<file path="config.mk">
export PLATFORM = sky130hd
export DESIGN_NAME = sram_dbg_port_ctrl
export DESIGN_NICKNAME = d
export VERILOG_FILES = /design/src/rtl/sram_dbg_port_ctrl.sv
export SDC_FILE = /design/constraint.sdc
export NUM_CORES = 1
export LEC_CHECK = 0
export ABC_AREA = 1
export BUFFER_PORTS_ARGS = -buffer_cell sky130_fd_sc_hd__buf_4
export CAP_MARGIN = 15
export CORE_AREA = 4 4 178 180
export CTS_CLUSTER_DIAMETER = 60
export DETAILED_ROUTE_END_ITERATION = 8
export DIE_AREA = 0 0 182 184
export PLACE_DENSITY_LB_ADDON = 0.2
export SYNTH_ARGS = -nofsm -noshare
export SYNTH_HDL_FRONTEND = slang
export SYNTH_SLANG_ARGS = --single-unit
</file>
<file path="constraint.sdc">
create_clock -name clk -period 2.01 [get_ports clk]
set_input_delay 0.201 -clock clk [delete_from_list [all_inputs] [get_ports clk]]
set_output_delay 0.201 -clock clk [all_outputs]
set_load 0.02 [all_outputs]
</file>
<file path="src/rtl/sram_dbg_port_ctrl.sv">
// Wishbone debug-read sequencer for port 1 of the L1 tag/data SRAM macros.
// Arbitrates that port between Wishbone debug reads and the logic-analyzer override path.
module sram_dbg_port_ctrl #(
    parameter logic [15:0] BASE_HI     = 16'h3000,
    parameter int          RD_LAT      = 1,
    parameter logic [15:0] TIMEOUT_DEF = 16'd1024
) (
    input  logic        clk,
    input  logic        rst_n,
    input  logic        wbs_stb_i,
    input  logic        wbs_cyc_i,
    input  logic        wbs_we_i,
    input  logic [3:0]  wbs_sel_i,
    input  logic [31:0] wbs_adr_i,
    input  logic [31:0] wbs_dat_i,
    output logic        wbs_ack_o,
    output logic [31:0] wbs_dat_o,
    input  logic        la_sel,
    input  logic [1:0]  la_tag_csb1,
    input  logic [3:0]  la_data_csb1,
    input  logic [8:0]  la_addr1,
    output logic [1:0]  tag_csb1,
    output logic [7:0]  tag_addr1,
    input  logic [31:0] tag_rdata1_0,
    input  logic [31:0] tag_rdata1_1,
    output logic [3:0]  data_csb1,
    output logic [8:0]  data_addr1,
    input  logic [63:0] data_rdata1_0,
    input  logic [63:0] data_rdata1_1,
    input  logic [63:0] data_rdata1_2,
    input  logic [63:0] data_rdata1_3
);

    typedef enum logic [2:0] {
        IDLE  = 3'd0,
        HOLD  = 3'd1,
        ISSUE = 3'd2,
        WAIT  = 3'd3,
        ACK   = 3'd4
    } state_t;

    localparam logic [2:0] WAIT_LAST = 3'(RD_LAT - 1);

    state_t      state_r, state_s;
    logic        own_r, ack_r, sram_ok_r, is_data_r, half_r;
    logic        to_err_r, dec_err_r;
    logic [1:0]  macro_r;
    logic [7:0]  tag_row_r, tag_hold_r;
    logic [8:0]  data_row_r, data_hold_r;
    logic [15:0] hold_cnt_r, rd_cnt_r, timeout_r;
    logic [2:0]  wait_cnt_r;
    logic [31:0] dat_r, csr_rdata_s, rd_slice_s;
    logic [63:0] data_word_s;
    logic [15:0] hold_next_s;
    logic        hit_s, accept_s, is_sram_rd_s, is_bad_s, is_csr_s, to_hit_s, wait_last_s;
    logic        status_wr_s, timeout_wr_s;
    logic [1:0]  region_s;
    logic        unused_s;

    assign region_s     = wbs_adr_i[15:14];
    assign hit_s        = wbs_stb_i & wbs_cyc_i & (wbs_adr_i[31:16] == BASE_HI);
    assign accept_s     = (state_r == IDLE) & hit_s;
    assign is_sram_rd_s = ~region_s[1] & ~wbs_we_i;
    assign is_csr_s     = (region_s == 2'b10);
    assign is_bad_s     = (region_s == 2'b11) | (~region_s[1] & wbs_we_i);
    assign status_wr_s  = accept_s & is_csr_s & wbs_we_i & (wbs_adr_i[3:2] == 2'd0);
    assign timeout_wr_s = accept_s & is_csr_s & wbs_we_i & (wbs_adr_i[3:2] == 2'd1);
    assign hold_next_s  = hold_cnt_r + 16'd1;
    assign to_hit_s     = (timeout_r != 16'd0) && (hold_next_s == timeout_r);
    assign wait_last_s  = (wait_cnt_r == WAIT_LAST);
    assign wbs_ack_o    = ack_r;
    assign wbs_dat_o    = dat_r;
    assign unused_s     = ^{wbs_adr_i[1:0], wbs_dat_i[31:18], wbs_sel_i[3]};

    always_comb begin
        case (wbs_adr_i[3:2])
            2'd0:    csr_rdata_s = {13'd0, la_sel, dec_err_r, to_err_r, rd_cnt_r};
            2'd1:    csr_rdata_s = {16'd0, timeout_r};
            default: csr_rdata_s = 32'd0;
        endcase
    end

    // State register
    always_ff @(posedge clk or negedge rst_n) begin
        if (!rst_n) state_r <= IDLE;
        else        state_r <= state_s;
    end

    // Next-state logic; an abandoned cycle in HOLD drops back without an ack
    always_comb begin
        state_s = state_r;
        case (state_r)
            IDLE: begin
                if (hit_s) begin
                    if (is_sram_rd_s) state_s = la_sel ? HOLD : ISSUE;
                    else              state_s = ACK;
                end else begin
                    state_s = IDLE;
                end
            end
            HOLD: begin
                if (!wbs_cyc_i)    state_s = IDLE;
                else if (!la_sel)  state_s = ISSUE;
                else if (to_hit_s) state_s = ACK;
                else               state_s = HOLD;
            end
            ISSUE:   state_s = WAIT;
            WAIT:    state_s = wait_last_s ? ACK : WAIT;
            ACK:     state_s = IDLE;
            default: state_s = IDLE;
        endcase
    end

    // Port-1 mux: Wishbone owner, then LA override, else idle with address held
    always_comb begin
        if (own_r) begin
            tag_csb1   = ((state_r == ISSUE) && !is_data_r) ? ~(2'b01 << macro_r[0]) : 2'b11;
            data_csb1  = ((state_r == ISSUE) && is_data_r) ? ~(4'b0001 << macro_r) : 4'b1111;
            tag_addr1  = tag_row_r;
            data_addr1 = data_row_r;
        end else if (la_sel) begin
            tag_csb1   = la_tag_csb1;
            data_csb1  = la_data_csb1;
            tag_addr1  = la_addr1[7:0];
            data_addr1 = la_addr1;
        end else begin
            tag_csb1   = 2'b11;
            data_csb1  = 4'b1111;
            tag_addr1  = tag_hold_r;
            data_addr1 = data_hold_r;
        end
    end

    // Selected read-data slice
    always_comb begin
        case (macro_r)
            2'd0:    data_word_s = data_rdata1_0;
            2'd1:    data_word_s = data_rdata1_1;
            2'd2:    data_word_s = data_rdata1_2;
            2'd3:    data_word_s = data_rdata1_3;
            default: data_word_s = 64'd0;
        endcase
        if (is_data_r)      rd_slice_s = half_r ? data_word_s[63:32] : data_word_s[31:0];
        else if (macro_r[0]) rd_slice_s = tag_rdata1_1;
        else                rd_slice_s = tag_rdata1_0;
    end

    // Request capture, ownership, counters and the registered Wishbone response
    always_ff @(posedge clk or negedge rst_n) begin
        if (!rst_n) begin
            own_r <= 1'b0;  is_data_r <= 1'b0;  half_r <= 1'b0;  macro_r <= 2'd0;
            tag_row_r <= 8'd0;  data_row_r <= 9'd0;
            tag_hold_r <= 8'd0; data_hold_r <= 9'd0;
            hold_cnt_r <= 16'd0; wait_cnt_r <= 3'd0; sram_ok_r <= 1'b0;
            ack_r <= 1'b0;  dat_r <= 32'd0;
        end else begin
            if (state_r == ACK)        own_r <= 1'b0;
            else if (state_s == ISSUE) own_r <= 1'b1;
            if (accept_s && is_sram_rd_s) begin
                is_data_r  <= region_s[0];
                macro_r    <= region_s[0] ? wbs_adr_i[13:12] : {1'b0, wbs_adr_i[2]};
                half_r     <= wbs_adr_i[2];
                tag_row_r  <= wbs_adr_i[10:3];
                data_row_r <= wbs_adr_i[11:3];
            end
            tag_hold_r  <= tag_addr1;
            data_hold_r <= data_addr1;
            hold_cnt_r  <= (state_r == HOLD) ? hold_next_s : 16'd0;
            wait_cnt_r  <= (state_r == WAIT) ? (wait_cnt_r + 3'd1) : 3'd0;
            sram_ok_r   <= (state_r == WAIT) && wait_last_s;
            ack_r       <= (state_s == ACK) && wbs_cyc_i;
            if (state_s == ACK) begin
                case (state_r)
                    IDLE:    dat_r <= (is_csr_s && !wbs_we_i) ? csr_rdata_s : 32'd0;
                    HOLD:    dat_r <= 32'hDEADBEEF;
                    WAIT:    dat_r <= rd_slice_s;
                    default: dat_r <= 32'd0;
                endcase
            end else begin
                dat_r <= 32'd0;
            end
        end
    end

    // STATUS / TIMEOUT registers; a sticky set outranks a same-cycle clear
    always_ff @(posedge clk or negedge rst_n) begin
        if (!rst_n) begin
            to_err_r  <= 1'b0;
            dec_err_r <= 1'b0;
            rd_cnt_r  <= 16'd0;
            timeout_r <= TIMEOUT_DEF;
        end else begin
            if ((state_r == HOLD) && (state_s == ACK))             to_err_r <= 1'b1;
            else if (status_wr_s && wbs_sel_i[2] && wbs_dat_i[16]) to_err_r <= 1'b0;
            if (accept_s && is_bad_s)                              dec_err_r <= 1'b1;
            else if (status_wr_s && wbs_sel_i[2] && wbs_dat_i[17]) dec_err_r <= 1'b0;
            if (status_wr_s && (wbs_sel_i[1:0] == 2'b11))         rd_cnt_r <= 16'd0;
            else if (ack_r && sram_ok_r && (rd_cnt_r != 16'hFFFF)) rd_cnt_r <= rd_cnt_r + 16'd1;
            if (timeout_wr_s && wbs_sel_i[0]) timeout_r[7:0]  <= wbs_dat_i[7:0];
            if (timeout_wr_s && wbs_sel_i[1]) timeout_r[15:8] <= wbs_dat_i[15:8];
        end
    end

endmodule
</file>
---- Yosys cells after proc, flatten, opt, wreduce, memory -nomap -nowiden ----
Cells that the tools add are included.
W data, S select, Z words.
word-level totals
  bits in registers ....................... 129
  bits in latches ......................... 0
  RAM bits ................................ 0
  memory bits (read-only) ................. 0
  bits of input ports ..................... 409
  output and inout bits ................... 56
  word-level logic and storage cells ...... 119
  memories ................................ 0
operators by class
  $add $sub $neg .......................... 3
  multipliers ............................. 0
  div/mod/pow operators ................... 0
  order comparisons ....................... 0
  eq/ne operators ......................... 16
  shift-type cells ........................ 2
  muxes and demuxes ....................... 37
  bitwise gates (word level) .............. 14
  reductions and logical operators ........ 28
operator list
  operator                 count
  $pmux W64 S4             1
  $mux W32                 4
  $pmux W32 S3             1
  $mux W16                 3
  $pmux W19 S2             1
  $add A16 B1 Y16 const B  2
  $mux W3                  7
  $mux W19                 1
  $mux W9                  2
  $logic_and A1 B1 Y1      17
  $eq A16 B14 Y1 const B   1
  $eq A16 B16 Y1           1
  $mux W8                  2
  $ne A16 B16 Y1 const B   1
  $reduce_bool A16 Y1      1
  $mux W4                  3
  $pmux W3 S4              1
  $eq A2 B2 Y1 const B     5
  $mux W2                  5
  $and A1 B1 Y1            9
  $eq A3 B2 Y1 const B     3
  $reduce_bool A2 Y1       4
  $eq A3 B3 Y1 const B     2
  $logic_not A3 Y1         2
  other kinds (12)         21

---- Longest topological paths before layout ----
Gate-level depths: netlist of the first run.
  word-level depth ........................ 10
  gate-level depth with buffers ........... 14
  depth with buffers taken out ............ 14

---- Least setup slack after synthesis of the first run ----
OpenSTA, ideal clock, no wires.
  path type ............................... flip-flop to flip-flop
  start ................................... register hold_cnt_r[0]
  end ..................................... register dat_r[19] (netlist: wbs_dat_o[19])
  library setup time ...................... 0.095 ns
  data arrival time ....................... 1.805 ns
  data required time ...................... 1.915 ns
  path slack .............................. 0.110 ns
  stages on the path, launching flop included .. 15
  path buffers ............................ 1
  period minus slack after synthesis ...... 1.900 ns
  cells stage by stage .................... dfrtp_1 > ha_1 > nand2_2 > nor2_4 > nand3_1 > nand2_1 > nand2_1 > nand2_1 > nand2_1 > nor2_1 > nand2_1 > nor2_2 > nand3_4 > buf_2 > o31ai_1
on the way
  word-level cells in the longest chain between the ends .. 9
ends and longest elaborated chain
  element                 RTL line  text
  from (decl)             50        logic [15:0] hold_cnt_r, rd_cnt_r, timeout_r;
  from (signal assigned)  168       hold_cnt_r <= (state_r == HOLD) ? hold_next_s : 16'd0;
  $add A16 B1 Y16         68        assign hold_next_s = hold_cnt_r + 16'd1;
  $eq A16 B16 Y1          69        assign to_hit_s = (timeout_r != 16'd0) && (hold_next_s == timeout_r);
  $logic_and A1 B1 Y1     69
  $mux W3                 104       else if (to_hit_s) state_s = ACK;
  $mux W3                 103       else if (!la_sel) state_s = ISSUE;
  $mux W3                 102       if (!wbs_cyc_i) state_s = IDLE;
  $pmux W3 S4             92        case (state_r)
  $eq A3 B3 Y1            172       if (state_s == ACK) begin
  $mux W32                172
  to (signal assigned)    174       IDLE: dat_r <= (is_csr_s && !wbs_we_i) ? csr_rdata_s : 32'd0;
  to (signal assigned)    176       WAIT: dat_r <= rd_slice_s;
  to (decl)               52        logic [31:0] dat_r, csr_rdata_s, rd_slice_s;
No other way between the ends.
A chain may end at the register's enable or synchronous reset.

---- Worst setup path in the final report of the first run ----
  start ................................... register hold_cnt_r[0]
  end ..................................... register dat_r[2] (netlist: wbs_dat_o[2])
Same word-level chain as after synthesis.

==> results.txt, run 1 <==
- Post-route setup slack: -229 ps
- Clock insertion delay at the later pin of the skew report: 430 ps
- The die is 184 um tall.
- CTS Buffer Depth: 2
* Area share of and/or/nand/nor cells after synthesis: 0.364
* Post-Place Setup Slack: -191 ps
- Net count of the finished layout: 2279
* Number of maximum-capacitance violations: 0
* Critical Path Sink: wbs_dat_o[2]
- Pin placement for this block handled 465 I/O pins.
- Number of instances in the synthesized netlist: 1339
- Post-Syn Area: 8780 sq um
* Hold Violations, Final: 0
- The endpoint identified for the worst register-to-register timing path is wbs_dat_o[2].
- Clock sinks: 121
- Share of the synthesized area in compound gates (AO/OA/AOI/OAI): 0.184
- For the pin with the worst max-slew slack, the measured transition is 523 ps.
* Pin count of the biggest net entering global routing: 73
- The library cells used most frequently in the layout, excluding fill and tap cells, are sky130_fd_sc_hd__buf_4, sky130_fd_sc_hd__nand2_1, sky130_fd_sc_hd__dfrtp_1, sky130_fd_sc_hd__nand3_1, sky130_fd_sc_hd__o21ai_0.
* Synthesized-area fraction occupied by xor and xnor cells: 0.00399
* Critical-path maximum fanout: 14
* Kind of capture point of the worst setup path: register
* Type of the most critical hold path: in2reg
* Cell count after placement: 2210
- Detailed-route DRC error count: 0
* Die area: 33500 sq um
- The largest single stage delay on the critical path is 410 ps.
- Post-Route Utilization: 0.473
- The synthesized netlist contains 40 unique library cells.
- Yosys synthesis warning count: 0
- Max VDD drop: 556 uV
* Adder and majority gate portion of the synthesized area: 0.00570
- Area of the multi-input gates: 5170 sq um
* Setup crit start: hold_cnt_r[0]
- Startpoint Class: register
- Initial standard-cell utilization of the core: 0.291
- Of the available clock period, the critical path in the final layout requires 1.11.
- In this run the critical register-to-register path is launched from hold_cnt_r[0].
* Overall global routing resource usage: 0.254
- For the worst flop-to-flop path, the logic depth is 14.
* Remaining antenna violation count: 0
- Data on the critical path is required at its endpoint by 2350 ps.
- Once detailed placement completed, the half-perimeter wirelength came to 35.8 mm.
- The via count of the first global-routing pass is 11002.
- The library cell used most frequently in the layout, excluding fill and tap cells, is sky130_fd_sc_hd__buf_4.
* Final wirelength: 45.2 mm
- The share of the Yosys chip area taken by registers is 0.345.
* Count of non-filler cells in the finished layout: 2277
- Power Dens Cells: 534 nW/um^2
- Relative to the synthesized area, the layout overhead comes to 62.7%.
- The critical path is of the reg2reg type.
- Measured along the x axis, the die boundary spans 182 um.
* H-tree levels: 4
- Post-Route Skew: 15.2 ps
- The worst pin sits at a relative slew slack of 0.651.
- Clock-pin slew was measured on the worst setup and hold paths at 60 ps.
- Most numerous cell on the critical path: sky130_fd_sc_hd__nand2_1
- The region available for standard cell placement spans 30200 sq um.
- Synthesis produced a netlist with a net count of 1752.
- The slowest stage of the critical path is the sky130_fd_sc_hd__dfrtp_1 cell.
* Buffers added on ports: 447
* Max frequency: 0.447 GHz
* Violated checks: negative setup slack
- Critical Path, Cell by Cell: buf_6 -> nand2_1 -> nor2_4 -> buf_4 -> buf_4 -> nand2_1 -> nand2_1 -> nand2_1 -> nand2_2 -> nand3_1 -> nor2_2 -> nand3_4 -> buf_12 -> a21oi_1
- Shortest clock period the worst path allows after layout: 2240 ps
- Fill count: 3064
* Worst hold slack after final layout: 10.4 ps
- Setup repair after global routing could not meet its margin everywhere.
- Detailed-router iteration count before antenna repair: 5
* Number of instances on the worst hold path: 2
* Result of the run: finished with violations
- GRT overflow: 0
- Final Max Tran Viols: 0
- The first global-routing pass estimated 65.9 mm of wire.
- Storage element area: 3030 sq um
- CTS tree: yes
- The average instance in the mapped netlist occupies 6.56 sq um.
- DRC violation total after the first TritonRoute iteration: 982
- At the end of routability-driven placement, the weighted congestion stood at 0.973.
* Flop2flop setup slack: -230 ps
- Synthesis inferred 121 register bits.
- Clock buffer count from CTS: 17
- In this run the clock root is driven by a sky130_fd_sc_hd__clkbuf_16.
* Arr. time, crit path: 2580 ps
* Dominant combinational cell family by area after synthesis: simple AND/OR/NAND/NOR gates
- Fraction of synthesized area in multiplexers: 0.0205
- Leakage component of the power: 7.08 nW
- DR WL/cell: 19.8 um
- Detail-routed via count per cell: 5.04
* Number of rows in the core area: 64
- # setup viols final: 36
* Antenna violations before repair: 3
- Number of vias after detailed routing: 11478
- Overall power consumption after layout is estimated at 7.63 mW.
- In the final layout, the share of cells above drive strength 1 is 0.361.
-- worst max-delay path: cells and delay by family (launching register included) --
family                 cells  cell delay (ps)
buffers and inverters      4              590
AOI/OAI and AO/OA          1              130
DFF                        1              410
and+or+nand+nor            9             1020
-- report_power, final --
group,internal [mW],leakage [nW],switching [mW]
Sequential,2.58,1.58,0.0444
Combinational,0.987,5.23,1.04
Clock,1.72,0.275,1.26
-- state kept, by name, indices dropped and copies added, names as in the netlist --
signal and count:
is_data_r 1, half_r 1, tag_hold_r 8, rd_cnt_r 16
wbs_dat_o 32, own_r 1, sram_ok_r 1, timeout_r 16
to_err_r 1, state_r 3, data_hold_r 9, data_row_r 2
dec_err_r 1, macro_r 2, wbs_ack_o 1, tag_row_r 7
hold_cnt_r 16, wait_cnt_r 3
-- metrics by stage --
| stage | setup TNS, ps | cell area [sq um] |
|---|---|---|
| final | -6920 | 14300 |
| after global placement | -1810 | 13200 |
| after floorplan | 0 | 8780 |
| after CTS | -4170 | 14000 |
| after global routing | -11900 | 14300 |
| after detailed placement | -4250 | 13200 |
-- Yosys cell counts (all sizes together) --
cell / count / area, sq um
nor4: 3 / 18.8
mux2: 16 / 180
o211ai: 14 / 105
ha: 4 / 50.1
o21ai: 109 / 546
nor3b: 1 / 18.8
nand4: 54 / 338
or2: 1 / 6.26
a21oi: 126 / 706
dfstp: 1 / 26.3
nand3: 116 / 623
o211a: 1 / 10.0
dfrtp: 120 / 3000
buf: 29 / 154
nand2: 436 / 1640
xnor2: 1 / 8.76
inv: 94 / 353
xor2: 3 / 26.3
o22ai: 14 / 87.6
clkinv: 2 / 7.51
nor2: 115 / 479
a31oi: 8 / 50.1
clkbuf: 44 / 165
a211oi: 2 / 15.0
o31ai: 10 / 75.1
a32oi: 1 / 8.76
nor3: 13 / 70.1
o21bai: 1 / 11.3
-- worst min path at each step --
stage | start | to | slack (ps)
2_1_floorplan | rst_n | data_hold_r[0] | -90
3_3_place_gp | rst_n | wbs_dat_o[11] | 230
3_5_place_dp | rst_n | wbs_dat_o[11] | 240
4_1_cts | wbs_dat_i[6] | timeout_r[6] | 0.1
5_1_grt | wbs_dat_i[14] | timeout_r[14] | 1
6_report | wbs_dat_i[13] | timeout_r[13] | 10
-- area by class of cell --
class,instances,area share
multi-input combinational,1049,0.362
timing repair buffer,581,0.326
sequential,121,0.212
tap,396,0.0347
clock buffer,17,0.0298
inverter,96,0.0255
clock inverter,15,0.00998
antenna,2,0.000350
-- cells by family (layout without fill, tap and decap cells) --
group	after synthesis	in the layout
other	0	2
adder cells (fa/ha/maj)	4	4
AND/OR/NAND/NOR	739	739
multiplexers	16	16
AO/OA/AOI/OAI	286	286
XOR/XNOR	4	4
flip-flops	121	121
buffers and inverters	169	709
-- what timing repair did --
action	in CTS	in global routing
buffers inserted	2	13
endpoints found under the hold margin	134	0
resized for setup	5	24
pin swaps	5	9
gates cloned	1	3
hold buffers	15	0
endpoints found under the setup margin	42	68
-- routing by layer --
metal	vias up	share of wire	GRT usage
li1	5556	-	-
met1	5377	0.43	0.342
met2	503	0.48	0.421
met3	40	0.076	0.0528
met4	2	0.015	0.0603
met5	-	0.00016	0
Note: power is estimated with default switching activity, not from simulation.
==> run 2: changes to the inputs <==
--- a/config.mk
+++ b/config.mk
@@ -13,6 +13,7 @@
 export DETAILED_ROUTE_END_ITERATION = 8
 export DIE_AREA = 0 0 182 184
 export PLACE_DENSITY_LB_ADDON = 0.2
+export SKIP_CTS_REPAIR_TIMING = 1
 export SYNTH_ARGS = -nofsm -noshare
 export SYNTH_HDL_FRONTEND = slang
 export SYNTH_SLANG_ARGS = --single-unit
==> results.txt, run 2 (same netlist as run 1, synthesis figures left out) <==
- Including well taps, the total number of placed cells is 2210.
* Share of final-layout standard cells stronger than drive strength 1: 0.369
- In the routed design, unresolved DRC markers number 0.
- Clock buffer count from CTS: 17
* Die area: 33500 sq um
* Clock transition at path regs: 70 ps
- Buffers added on ports: 447
* GP Congestion: 0.973
- Count of non-filler cells in the finished layout: 2266
- Worst hold slack after final layout: -22.9 ps
* Shortest clock period the worst path allows after layout: 2230 ps
- Number of top-level pins: 465
- Across all setup checks in the final design, the least slack found is -221 ps.
- Storage element area: 3030 sq um
- Of the available clock period, the critical path in the final layout requires 1.11.
* Area of the multi-input gates: 5260 sq um
* Start of the worst register-to-register path: hold_cnt_r[0]
- Critical-path maximum fanout: 14
- Start point of the worst hold path: wbs_adr_i[7]
* Commonest cells after routing, fill and taps aside: sky130_fd_sc_hd__buf_4, sky130_fd_sc_hd__nand2_1, sky130_fd_sc_hd__dfrtp_1, sky130_fd_sc_hd__o21ai_0
* Violated checks: negative hold slack, negative setup slack
- Clock insertion delay at the later pin of the skew report: 430 ps
- Detail-routed via count per cell: 5.03
- Clock root cell: sky130_fd_sc_hd__clkbuf_16
- Number of flip-flops under the largest register name: 32
- For this design the static power due to leakage is 7.03 nW.
- Initial standard-cell utilization of the core: 0.291
- In this run the horizontal extent of the chip is 182 um.
- IR analysis of the VDD net gives a maximum drop of 564 uV.
- Largest stage delay on the critical path: 410 ps
- For the worst setup path, the data required time is 2360 ps.
- The via count of the first global-routing pass was 10915.
- Startpoint-to-endpoint class of the critical path: reg2reg
- Clock tree synthesis found a total of 121 sinks.
- The first global-routing pass estimated 65.4 mm of wire.
- Counting cells, the worst reg-to-reg path comes to 14.
* Post-Place Setup Slack: -191 ps
* Max frequency: 0.448 GHz
- Endpoint of the worst-slack reg-to-reg timing path: wbs_dat_o[2]
- Area of the placeable core: 30200 sq um
- Endpoint of the worst hold path: tag_row_r[4]
- Detailed-router iteration count before antenna repair: 5
- H-tree levels: 4
- GRT overflow: 0
- The count of endpoints failing hold in the final timing report is 7.
* DR WL/cell: 19.9 um
- The worst setup path is captured at a register.
* Power Dens Cells: 536 nW/um^2
- Setup repair after global routing could not meet its margin everywhere.
- Setup total negative slack: -6810 ps
- CTS Buffer Depth: 2
- Final wirelength: 45.2 mm
* Antenna violations before repair: 3
- Overall power consumption after layout is estimated at 7.63 mW.
- In this run the register-to-register setup slack is -220 ps.
* Number of instances on the worst hold path: 3
* Remaining antenna violation count: 0
- Most numerous cell on the critical path: sky130_fd_sc_hd__nand2_1
* Final Max Tran Viols: 0
- The clock arrives with 11.7 ps of skew.
- Entering global routing, the biggest net connects 73 pins.
- Standard cell with the maximum stage delay on the critical path: sky130_fd_sc_hd__dfrtp_1
- From bottom edge to top edge, the die measures 184 um.
- In the final design database the tool counted 2268 nets.
* Max-slew headroom: 0.658
- Arr. time, crit path: 2580 ps
* Placed wire-length estimate after detailed placement: 35.8 mm
- Result of the run: finished with violations
* Startpoint Class: register
* Layout-stage area growth over the synthesis result: 62.2%
* Overall global routing resource usage: 0.252
- TritonCTS built the clock tree.
* # setup viols final: 36
- Actual transition at the worst max-transition pin: 512 ps
* Number of vias after detailed routing: 11399
* DRC violation total after the first TritonRoute iteration: 904
- Type of the most critical hold path: in2reg
* Critical Path, Cell by Cell: buf_6 -> nand2_1 -> nor2_4 -> buf_4 -> buf_4 -> nand2_1 -> nand2_1 -> nand2_1 -> nand2_2 -> nand3_1 -> nor2_2 -> nand3_4 -> buf_12 -> a21oi_1
* Number of rows in the core area: 64
* Most frequent standard cell in the layout excluding fill and tap cells: sky130_fd_sc_hd__buf_4
- The tool flagged a number of max-cap violations equal to 0.
* Fill count: 3068
## run 2: metrics by stage
step	hold slack (ps)	area, sq um	util
after floorplan	-94.6	8780	-
after global placement	230	13200	0.439
after detailed placement	237	13200	0.439
after CTS	-215	13800	0.457
after global routing	-0.368	14200	0.472
final	-22.9	14200	0.472
## run 2: area by class of cell
type / count / area share
clock buffer: 17 / 0.0299
timing repair buffer: 570 / 0.318
sequential: 121 / 0.213
clock inverter: 15 / 0.0100
inverter: 96 / 0.0256
multi-input combinational: 1049 / 0.369
tap: 396 / 0.0348
antenna: 2 / 0.000351
## run 2: worst max-delay path, delay by kind of cell (launching register included)
family	cells	cell delay, ps
flops	1	410
simple gates	9	1020
buf+inv	4	590
compound gates	1	120
## run 2: worst max path at each step
stage                        from       endpoint  slack (ps)  depth (start not counted)
floorplan           hold_cnt_r[0]  wbs_dat_o[19]         110                         14
global placement    hold_cnt_r[0]  wbs_dat_o[27]        -110                         15
detailed placement  hold_cnt_r[0]   wbs_dat_o[2]        -190                         14
CTS                 hold_cnt_r[0]  wbs_dat_o[27]        -260                         15
global route        hold_cnt_r[0]   wbs_dat_o[1]        -370                         13
finish              hold_cnt_r[0]   wbs_dat_o[2]        -220                         14
## run 2: where the power goes
part           internal [mW]  leakage [nW]  switching (mW)
sequential              2.58          1.58          0.0443
clock                   1.72         0.275            1.26
combinational          0.976          5.18            1.05
## run 2: routing by layer
layer	vias to the layer above	part of all wire	global-route usage
li1	5532	-	-
met1	5333	0.43	0.340
met2	475	0.48	0.417
met3	57	0.079	0.0546
met4	2	0.017	0.0552
met5	-	0.00016	0
